<file path="src/rtl/rex_pkg.sv">
// Shared Rex Runner definitions used by the game centre, the draw scheduler and
// the GPU: draw opcodes, game-state encodings, default screen geometry and the
// scheduler FSM state type.
// Optional feature macro: REX_SCORE_DRAW_EN adds the DIGIT state for the score.
package rex_pkg;

  // GPU draw opcodes
  localparam logic [2:0] OP_CLEAR = 3'd0;
  localparam logic [2:0] OP_HLINE = 3'd1;
  localparam logic [2:0] OP_DINO  = 3'd2;
  localparam logic [2:0] OP_OBST  = 3'd3;
  localparam logic [2:0] OP_OVER  = 3'd4;
  localparam logic [2:0] OP_DIGIT = 3'd5;

  // Game-centre state encodings
  localparam logic [1:0] GS_INIT = 2'd0;
  localparam logic [1:0] GS_GO   = 2'd1;
  localparam logic [1:0] GS_JUMP = 2'd2;
  localparam logic [1:0] GS_OVER = 2'd3;

  // Default screen geometry in pixels
  localparam int DEF_SCREEN_W = 256;
  localparam int DEF_GROUND_Y = 200;
  localparam int DEF_DINO_X   = 16;
  localparam int DEF_DINO_W   = 16;
  localparam int DEF_DINO_H   = 16;
  localparam int DEF_OBST_W   = 16;
  localparam int DEF_OBST_H   = 26;

  // Game-over banner and score digit cell sizes
  localparam int OVER_W   = 64;
  localparam int OVER_H   = 16;
  localparam int DIGIT_SZ = 8;

  // Scheduler FSM states, one draw command per non-idle state
  typedef enum logic [2:0] {
    S_IDLE,
    S_CLEAR,
    S_GROUND,
    S_DINO,
    S_OBST,
`ifdef REX_SCORE_DRAW_EN
    S_OVER,
    S_DIGIT
`else
    S_OVER
`endif
  } draw_state_t;

endpackage

</file>
<file path="src/rtl/rex_geom.sv">
// Combinational screen-space geometry for one draw command. Maps the scheduler
// state plus the latched frame snapshot to {opcode, x, y, w, h, arg}.
// Optional feature macro: REX_SCORE_DRAW_EN adds score digit geometry.
module rex_geom
  import rex_pkg::*;
#(
  parameter int SCREEN_W = DEF_SCREEN_W,
  parameter int GROUND_Y = DEF_GROUND_Y,
  parameter int DINO_X   = DEF_DINO_X,
  parameter int DINO_W   = DEF_DINO_W,
  parameter int DINO_H   = DEF_DINO_H,
  parameter int OBST_W   = DEF_OBST_W,
  parameter int OBST_H   = DEF_OBST_H
) (
  input  draw_state_t st,
  input  logic [15:0] snap_dino_y,
  input  logic [15:0] snap_obst_x,
`ifdef REX_SCORE_DRAW_EN
  input  logic [1:0]  dig_idx,
  input  logic [15:0] snap_score,
`endif
  output logic [2:0]  op,
  output logic [15:0] x,
  output logic [15:0] y,
  output logic [15:0] w,
  output logic [15:0] h,
  output logic [3:0]  arg
);

  localparam logic [15:0] SW       = 16'(SCREEN_W);
  localparam logic [15:0] GY       = 16'(GROUND_Y);
  localparam logic [15:0] DX       = 16'(DINO_X);
  localparam logic [15:0] DW       = 16'(DINO_W);
  localparam logic [15:0] DH       = 16'(DINO_H);
  localparam logic [15:0] OW       = 16'(OBST_W);
  localparam logic [15:0] OH       = 16'(OBST_H);
  // Highest jump that still keeps the dino's top edge on screen
  localparam logic [15:0] DINO_TOP = GY - DH;
  localparam logic [15:0] OBST_Y   = GY - OH;
  localparam logic [15:0] OVER_X   = (SW >> 1) - 16'(OVER_W / 2);
  localparam logic [15:0] OVER_Y   = GY >> 1;

  // Limit the jump height so the subtraction below cannot wrap past row 0
  function automatic logic [15:0] clamp_dino(input logic [15:0] dy);
    return (dy > DINO_TOP) ? DINO_TOP : dy;
  endfunction

  // Obstacle width trimmed at the right screen edge; zero when fully off screen
  function automatic logic [15:0] clip_obst_w(input logic [15:0] ox);
    logic [15:0] room;
    if (ox >= SW) return 16'd0;
    room = SW - ox;
    return (room < OW) ? room : OW;
  endfunction

`ifdef REX_SCORE_DRAW_EN
  // Digit 0 is the most significant BCD nibble
  function automatic logic [3:0] bcd_digit(input logic [15:0] sc, input logic [1:0] idx);
    case (idx)
      2'd0:    return sc[15:12];
      2'd1:    return sc[11:8];
      2'd2:    return sc[7:4];
      default: return sc[3:0];
    endcase
  endfunction
`endif

  // Command fields for the given scheduler state; idle yields all zeros
  always_comb begin
    op  = OP_CLEAR;
    x   = 16'd0;
    y   = 16'd0;
    w   = 16'd0;
    h   = 16'd0;
    arg = 4'd0;
    case (st)
      S_CLEAR: begin
        w = SW;
        h = GY;
      end
      S_GROUND: begin
        op = OP_HLINE;
        y  = GY;
        w  = SW;
        h  = 16'd1;
      end
      S_DINO: begin
        op = OP_DINO;
        x  = DX;
        y  = DINO_TOP - clamp_dino(snap_dino_y);
        w  = DW;
        h  = DH;
      end
      S_OBST: begin
        op = OP_OBST;
        x  = snap_obst_x;
        y  = OBST_Y;
        w  = clip_obst_w(snap_obst_x);
        h  = OH;
      end
      S_OVER: begin
        op = OP_OVER;
        x  = OVER_X;
        y  = OVER_Y;
        w  = 16'(OVER_W);
        h  = 16'(OVER_H);
      end
`ifdef REX_SCORE_DRAW_EN
      S_DIGIT: begin
        // Four cells packed against an 8-pixel right margin
        op  = OP_DIGIT;
        x   = SW - 16'd40 + {11'd0, dig_idx, 3'd0};
        y   = 16'(DIGIT_SZ);
        w   = 16'(DIGIT_SZ);
        h   = 16'(DIGIT_SZ);
        arg = bcd_digit(snap_score, dig_idx);
      end
`endif
      default: ;
    endcase
  end

endmodule

</file>
<file path="src/rtl/rex_draw_sched.sv">
// Per-frame draw-command scheduler. On an accepted frame_start it snapshots the
// game-centre outputs and streams CLEAR, ground HLINE, DINO, OBST (if visible),
// OVER (game over only) and optionally four score DIGITs over valid/ready.
// Optional feature macro: REX_SCORE_DRAW_EN adds score_bcd and DIGIT commands.
module rex_draw_sched
  import rex_pkg::*;
#(
  parameter int SCREEN_W = DEF_SCREEN_W,
  parameter int GROUND_Y = DEF_GROUND_Y,
  parameter int DINO_X   = DEF_DINO_X,
  parameter int DINO_W   = DEF_DINO_W,
  parameter int DINO_H   = DEF_DINO_H,
  parameter int OBST_W   = DEF_OBST_W,
  parameter int OBST_H   = DEF_OBST_H
) (
  input  logic        clk,
  input  logic        rst,
  input  logic        frame_start,
  input  logic        gpu_en,
  input  logic [1:0]  state,
  input  logic [15:0] dino_y,
  input  logic [15:0] obstacle_x,
`ifdef REX_SCORE_DRAW_EN
  input  logic [15:0] score_bcd,
`endif
  output logic        cmd_valid,
  input  logic        cmd_ready,
  output logic [2:0]  cmd_op,
  output logic [15:0] cmd_x,
  output logic [15:0] cmd_y,
  output logic [15:0] cmd_w,
  output logic [15:0] cmd_h,
  output logic [3:0]  cmd_arg,
  output logic        frame_busy,
  output logic        frame_done,
  output logic        frame_drop
);

  // State that follows the body of the frame (after OBST/OVER)
`ifdef REX_SCORE_DRAW_EN
  localparam draw_state_t TAIL_ST = S_DIGIT;
`else
  localparam draw_state_t TAIL_ST = S_IDLE;
`endif

  draw_state_t cur_st, nxt_st;
  logic [1:0]  snap_state;
  logic [15:0] snap_dino_y;
  logic [15:0] snap_obst_x;
`ifdef REX_SCORE_DRAW_EN
  logic [15:0] snap_score;
  logic [1:0]  dig_idx, nxt_dig;
`endif

  logic [2:0]  g_op;
  logic [15:0] g_x, g_y, g_w, g_h;
  logic [3:0]  g_arg;

  logic accept, hs, obst_vis, snap_over;

  // Game over still draws even with the game centre disabled
  assign accept    = (cur_st == S_IDLE) && frame_start && (gpu_en || (state == GS_OVER));
  assign hs        = cmd_valid && cmd_ready;
  assign obst_vis  = snap_obst_x < 16'(SCREEN_W);
  assign snap_over = snap_state == GS_OVER;

  // Geometry for the command that will be presented next cycle
  rex_geom #(
    .SCREEN_W(SCREEN_W),
    .GROUND_Y(GROUND_Y),
    .DINO_X  (DINO_X),
    .DINO_W  (DINO_W),
    .DINO_H  (DINO_H),
    .OBST_W  (OBST_W),
    .OBST_H  (OBST_H)
  ) u_geom (
    .st         (nxt_st),
    .snap_dino_y(snap_dino_y),
    .snap_obst_x(snap_obst_x),
`ifdef REX_SCORE_DRAW_EN
    .dig_idx    (nxt_dig),
    .snap_score (snap_score),
`endif
    .op         (g_op),
    .x          (g_x),
    .y          (g_y),
    .w          (g_w),
    .h          (g_h),
    .arg        (g_arg)
  );

  // Next state: advance one command per handshake, skipping absent commands
  always_comb begin
    nxt_st = cur_st;
`ifdef REX_SCORE_DRAW_EN
    nxt_dig = dig_idx;
`endif
    case (cur_st)
      S_IDLE:   if (accept) nxt_st = S_CLEAR;
      S_CLEAR:  if (hs) nxt_st = S_GROUND;
      S_GROUND: if (hs) nxt_st = S_DINO;
      S_DINO:   if (hs) nxt_st = obst_vis ? S_OBST : (snap_over ? S_OVER : TAIL_ST);
      S_OBST:   if (hs) nxt_st = snap_over ? S_OVER : TAIL_ST;
      S_OVER:   if (hs) nxt_st = TAIL_ST;
`ifdef REX_SCORE_DRAW_EN
      S_DIGIT: begin
        if (hs) begin
          if (dig_idx == 2'd3) nxt_st = S_IDLE;
          else                 nxt_dig = dig_idx + 2'd1;
        end
      end
`endif
      default:  nxt_st = S_IDLE;
    endcase
  end

  // FSM, snapshot and registered command outputs; fields only move on accept or handshake
  always_ff @(posedge clk or negedge rst) begin
    if (!rst) begin
      cur_st      <= S_IDLE;
      snap_state  <= 2'd0;
      snap_dino_y <= 16'd0;
      snap_obst_x <= 16'd0;
`ifdef REX_SCORE_DRAW_EN
      snap_score  <= 16'd0;
      dig_idx     <= 2'd0;
`endif
      cmd_valid   <= 1'b0;
      cmd_op      <= 3'd0;
      cmd_x       <= 16'd0;
      cmd_y       <= 16'd0;
      cmd_w       <= 16'd0;
      cmd_h       <= 16'd0;
      cmd_arg     <= 4'd0;
      frame_busy  <= 1'b0;
      frame_done  <= 1'b0;
      frame_drop  <= 1'b0;
    end else begin
      cur_st     <= nxt_st;
`ifdef REX_SCORE_DRAW_EN
      dig_idx    <= (nxt_st == S_IDLE) ? 2'd0 : nxt_dig;
`endif
      frame_done <= 1'b0;
      frame_drop <= frame_start && frame_busy;
      if (accept) begin
        snap_state  <= state;
        snap_dino_y <= dino_y;
        snap_obst_x <= obstacle_x;
`ifdef REX_SCORE_DRAW_EN
        snap_score  <= score_bcd;
`endif
      end
      if (accept || hs) begin
        cmd_valid  <= nxt_st != S_IDLE;
        frame_busy <= nxt_st != S_IDLE;
        frame_done <= hs && (nxt_st == S_IDLE);
        cmd_op     <= g_op;
        cmd_x      <= g_x;
        cmd_y      <= g_y;
        cmd_w      <= g_w;
        cmd_h      <= g_h;
        cmd_arg    <= g_arg;
      end
    end
  end

endmodule

</file>
<file path="config.mk">
export PLATFORM = sky130hd
export DESIGN_NAME = rex_draw_sched
export DESIGN_NICKNAME = d
export VERILOG_FILES = /design/src/rtl/rex_pkg.sv /design/src/rtl/rex_geom.sv /design/src/rtl/rex_draw_sched.sv
export SDC_FILE = /design/constraint.sdc
export NUM_CORES = 1
export LEC_CHECK = 0
export CAP_MARGIN = 20
export CORE_ASPECT_RATIO = 0.5
export CORE_UTILIZATION = 52
export CTS_CLUSTER_SIZE = 16
export DETAILED_ROUTE_END_ITERATION = 10
export GPL_ROUTABILITY_DRIVEN = 0
export MAX_ROUTING_LAYER = met4
export PLACE_DENSITY = 0.85
export SETUP_SLACK_MARGIN = 0.5
export SYNTH_ARGS = -nofsm -noshare
export SYNTH_HDL_FRONTEND = slang
export SYNTH_SLANG_ARGS = --single-unit
</file>
<file path="constraint.sdc">
create_clock -name clk -period 4.1 [get_ports clk]
set_input_delay 0.82 -clock clk [delete_from_list [all_inputs] [get_ports clk]]
set_output_delay 0.82 -clock clk [all_outputs]
set_load 0.005 [all_outputs]
</file>
==> reports/qor.yml <==
result_of_the_run: "completed"
layout.core_utilization_pct: 73.6
timing.critical_path.from_type: "flip-flop"
critical-path-slowest-cell: "sky130_fd_sc_hd__nor3_1"
die_ar_sq_um: 8600
core_region_area_sq_um: 7620
worstPathCellList: "nor4_1 -> nand2_1 -> nor2_1 -> nand2_1 -> ha_1 -> o31ai_1 -> o31ai_1 -> nor3_1 -> a21o_1"
antennaDiodeCount: 0
max_slew.worst_pin.slew_ns: 1.03
worst_slew_margin_rel_pct: 31.1
routed_via_density: 5.47
drt_wl_total_mm: 10.0
grt_start_max_net_pins: 78
tritoncts_clock_tree: "built"
io_pins: 114
cts.reportedPaths.clkPinSlew_ns: 0.06
cp_max_stage_delay_ns: 0.61
cts.repair_timing.setup_buffer_count: 0
number_of_maximum_capacitance_violations: 0
post_synth_inst_count: 428
postSynthAreaPerCell_sq_um: 9.98
seq_area_frac_synth_pct: 56.2
min-delay-start: "cmd_y[12]"
grt_antenna_before_repair: 0
grt_first_pass_wirelength_mm: 16.4
clock-root-buffer: "sky130_fd_sc_hd__clkbuf_16"
dr_total_vias: 3451
ys_async_sr_fraction_pct: 100
area.sequential_sq_um: 2400
die_span_in_x_um: 130
layout_worst_path_cycle_share_pct: 69.5
placed_cells: 615
hold-worst-slack_ns: 0.476
detailedPlace.worstSlack_ns: 0.975
layout.cells.most_common: "sky130_fd_sc_hd__nand2_1"
grtUsageTotal_pct: 26.5
finalClockSkew_ns: 0.00811
finalPower_mw: 3.62
design_area_sq_um: 5610
post_synth_num_cell_types: 58
finalCriticalPeriod_ns: 2.85
drt.antenna.violating_nets: 0
die_height_um: 66.1
cellLeakagePower_nw: 2.72
logic_depth_of_the_worst_register_to_register_path: 9
fmax_ghz: 0.351
route.detailed.drc: 0
post_dp_cell_area_sq_um: 5260
unrepaired_setup_endpoints_after_global_routing: "no"
cts-htree-levels: 3
power_density_nw_per_um2: 646
std_cell_rows: 22
filler_cell_count: 552
grt_pass1_vias: 3272
final_hold_violation_count: 0
cts-resized-gates: 0
timing.critical_path.to_type: "flip-flop"
synth_edf_count: 0
worstHoldEndpoint: "cmd_y[12]"
synth_area_leader_cell: "sky130_fd_sc_hd__dfrtp_1"
clk-insertion-delay-late_ns: 0.34
synth.yosys.warnings: 0
dp_hpwl_mm: 6.80
portBuffers: 99
hold-path-cell-count: 1
ys_top_cells_by_area: "sky130_fd_sc_hd__dfrtp_1 56%, sky130_fd_sc_hd__nand2_1 10%, sky130_fd_sc_hd__and3_1 3.2%, sky130_fd_sc_hd__buf_4 3.2%, sky130_fd_sc_hd__a22o_1 2.3%"
worst_min_path_class: "reg2reg"
post_synth_instance_area_sq_um: 4270
r2r_end: "cmd_y[10]"
hold_buffer_count_at_cts: 0
timing_worst_setup_path_type: "reg2reg"
worst_ep_required_time_ns: 4.38
cts_num_sinks: 96
synth_flop_cell: "sky130_fd_sc_hd__dfrtp_1"
wire_per_inst_um: 15.9
multi_input_area_sq_um: 1670
floorplan.initialDensity_pct: 56.0
instances_no_fill: 631
post_route_cells_drive_above_1_share_pct: 6.50
yosysTopAreaCellShare_pct: 56.2
drt-pass1-iter-count: 4
numCtsBuffers: 9
synth.ff_latch_count: 96
final-max-slew-violation-count: 0
areaGrowthSynthToFinish_pct: 31.3
initialDrtViolationCount: 278
commonest_cells_after_routing_fill_and_taps_aside: "115 x sky130_fd_sc_hd__nand2_1, 98 x sky130_fd_sc_hd__clkdlybuf4s50_1, 96 x sky130_fd_sc_hd__dfrtp_1"
nets: 559
worstPathArrival_ns: 3.13
r2r-start: "snap_dino_y[10]"
critical_path_peak_fanout: 7
totalNegativeSetupSlack_ns: 0
clockBufferDepth: 2
grt_remaining_overflow: 0
worst_ir_drop_vdd_uv: 275
fin_ws_ns: 1.25
rrSetupSlack_ns: 1.25
setup_viol_count_final: 0
-- layer usage --
layer | wire length (um) | vias to the layer above | GRT usage (%)
li1 | - | 1625 | -
met1 | 4580 | 1665 | 37.0
met2 | 4500 | 147 | 38.2
met3 | 838 | 14 | 6.72
met4 | 114 | 0 | 7.70
met5 | 0 | - | -
-- area by class of cell --
type                    instances  area share, %
flip-flops and latches         96           42.8
multi-input cells             300           29.7
repair buffers                104           18.3
clock buffers                  11           4.33
well taps                     108           2.41
clock inverters                 5           1.85
inverters                       7          0.558
-- cells in the mapped netlist (all sizes together), types with 4 or more instances --
cell type / count
buf: 25
dfrtp: 96
a211o: 4
inv: 6
a21o: 9
nand3: 8
nand2: 116
nor3: 6
a22o: 11
o21ai: 13
clkbuf: 13
xnor2: 6
nor2: 20
a21oi: 14
nor4: 8
and3: 22
-- logic make-up (layout without fill, tap and decap cells) --
kind of cell | Yosys count | count (layout) | synth area share, %
AOI/OAI and AO/OA | 75 | 75 | 12.7
xor gates and xnor gates | 8 | 8 | 1.64
adders and majority gates | 2 | 2 | 0.586
buffers and inverters | 45 | 127 | 5.95
DFF | 96 | 96 | 56.2
muxes | 1 | 1 | 0.264
other | 1 | 14 | 0.0878
and+or+nand+nor | 200 | 200 | 22.6
-- where the power goes --
part           total, mW  switching [mW]  internal [mW]
Clock              0.962           0.349          0.613
Combinational       1.17           0.627          0.543
Sequential          1.49           0.289           1.20
-- sequential cells by signal (all words and copies together), names as in the netlist --
name,flops
snap_dino_y,16
cmd_w,16
cmd_h,5
frame_drop,1
cur_st,3
cmd_x,16
frame_busy,1
snap_obst_x,16
snap_state,2
cmd_y,16
frame_done,1
cmd_op,3
-- worst max-delay path by stage --
stage	start	end
6_report	snap_dino_y[10]	cmd_y[10]
5_1_grt	snap_dino_y[11]	cmd_y[10]
4_1_cts	snap_dino_y[10]	cmd_y[10]
3_5_place_dp	frame_start	cmd_w[4]
3_3_place_gp	frame_start	cmd_w[4]
2_1_floorplan	snap_dino_y[0]	cmd_y[10]
-- critical path: cells and delay by family, from the launching register on --
family,cells,cell delay [ns]
flip-flops,1,0.37
AO/OA/AOI/OAI,3,0.45
adder cells (fa/ha/maj),1,0.26
AND/OR/NAND/NOR,5,1.70
Power figures use the tool's default switching activity.
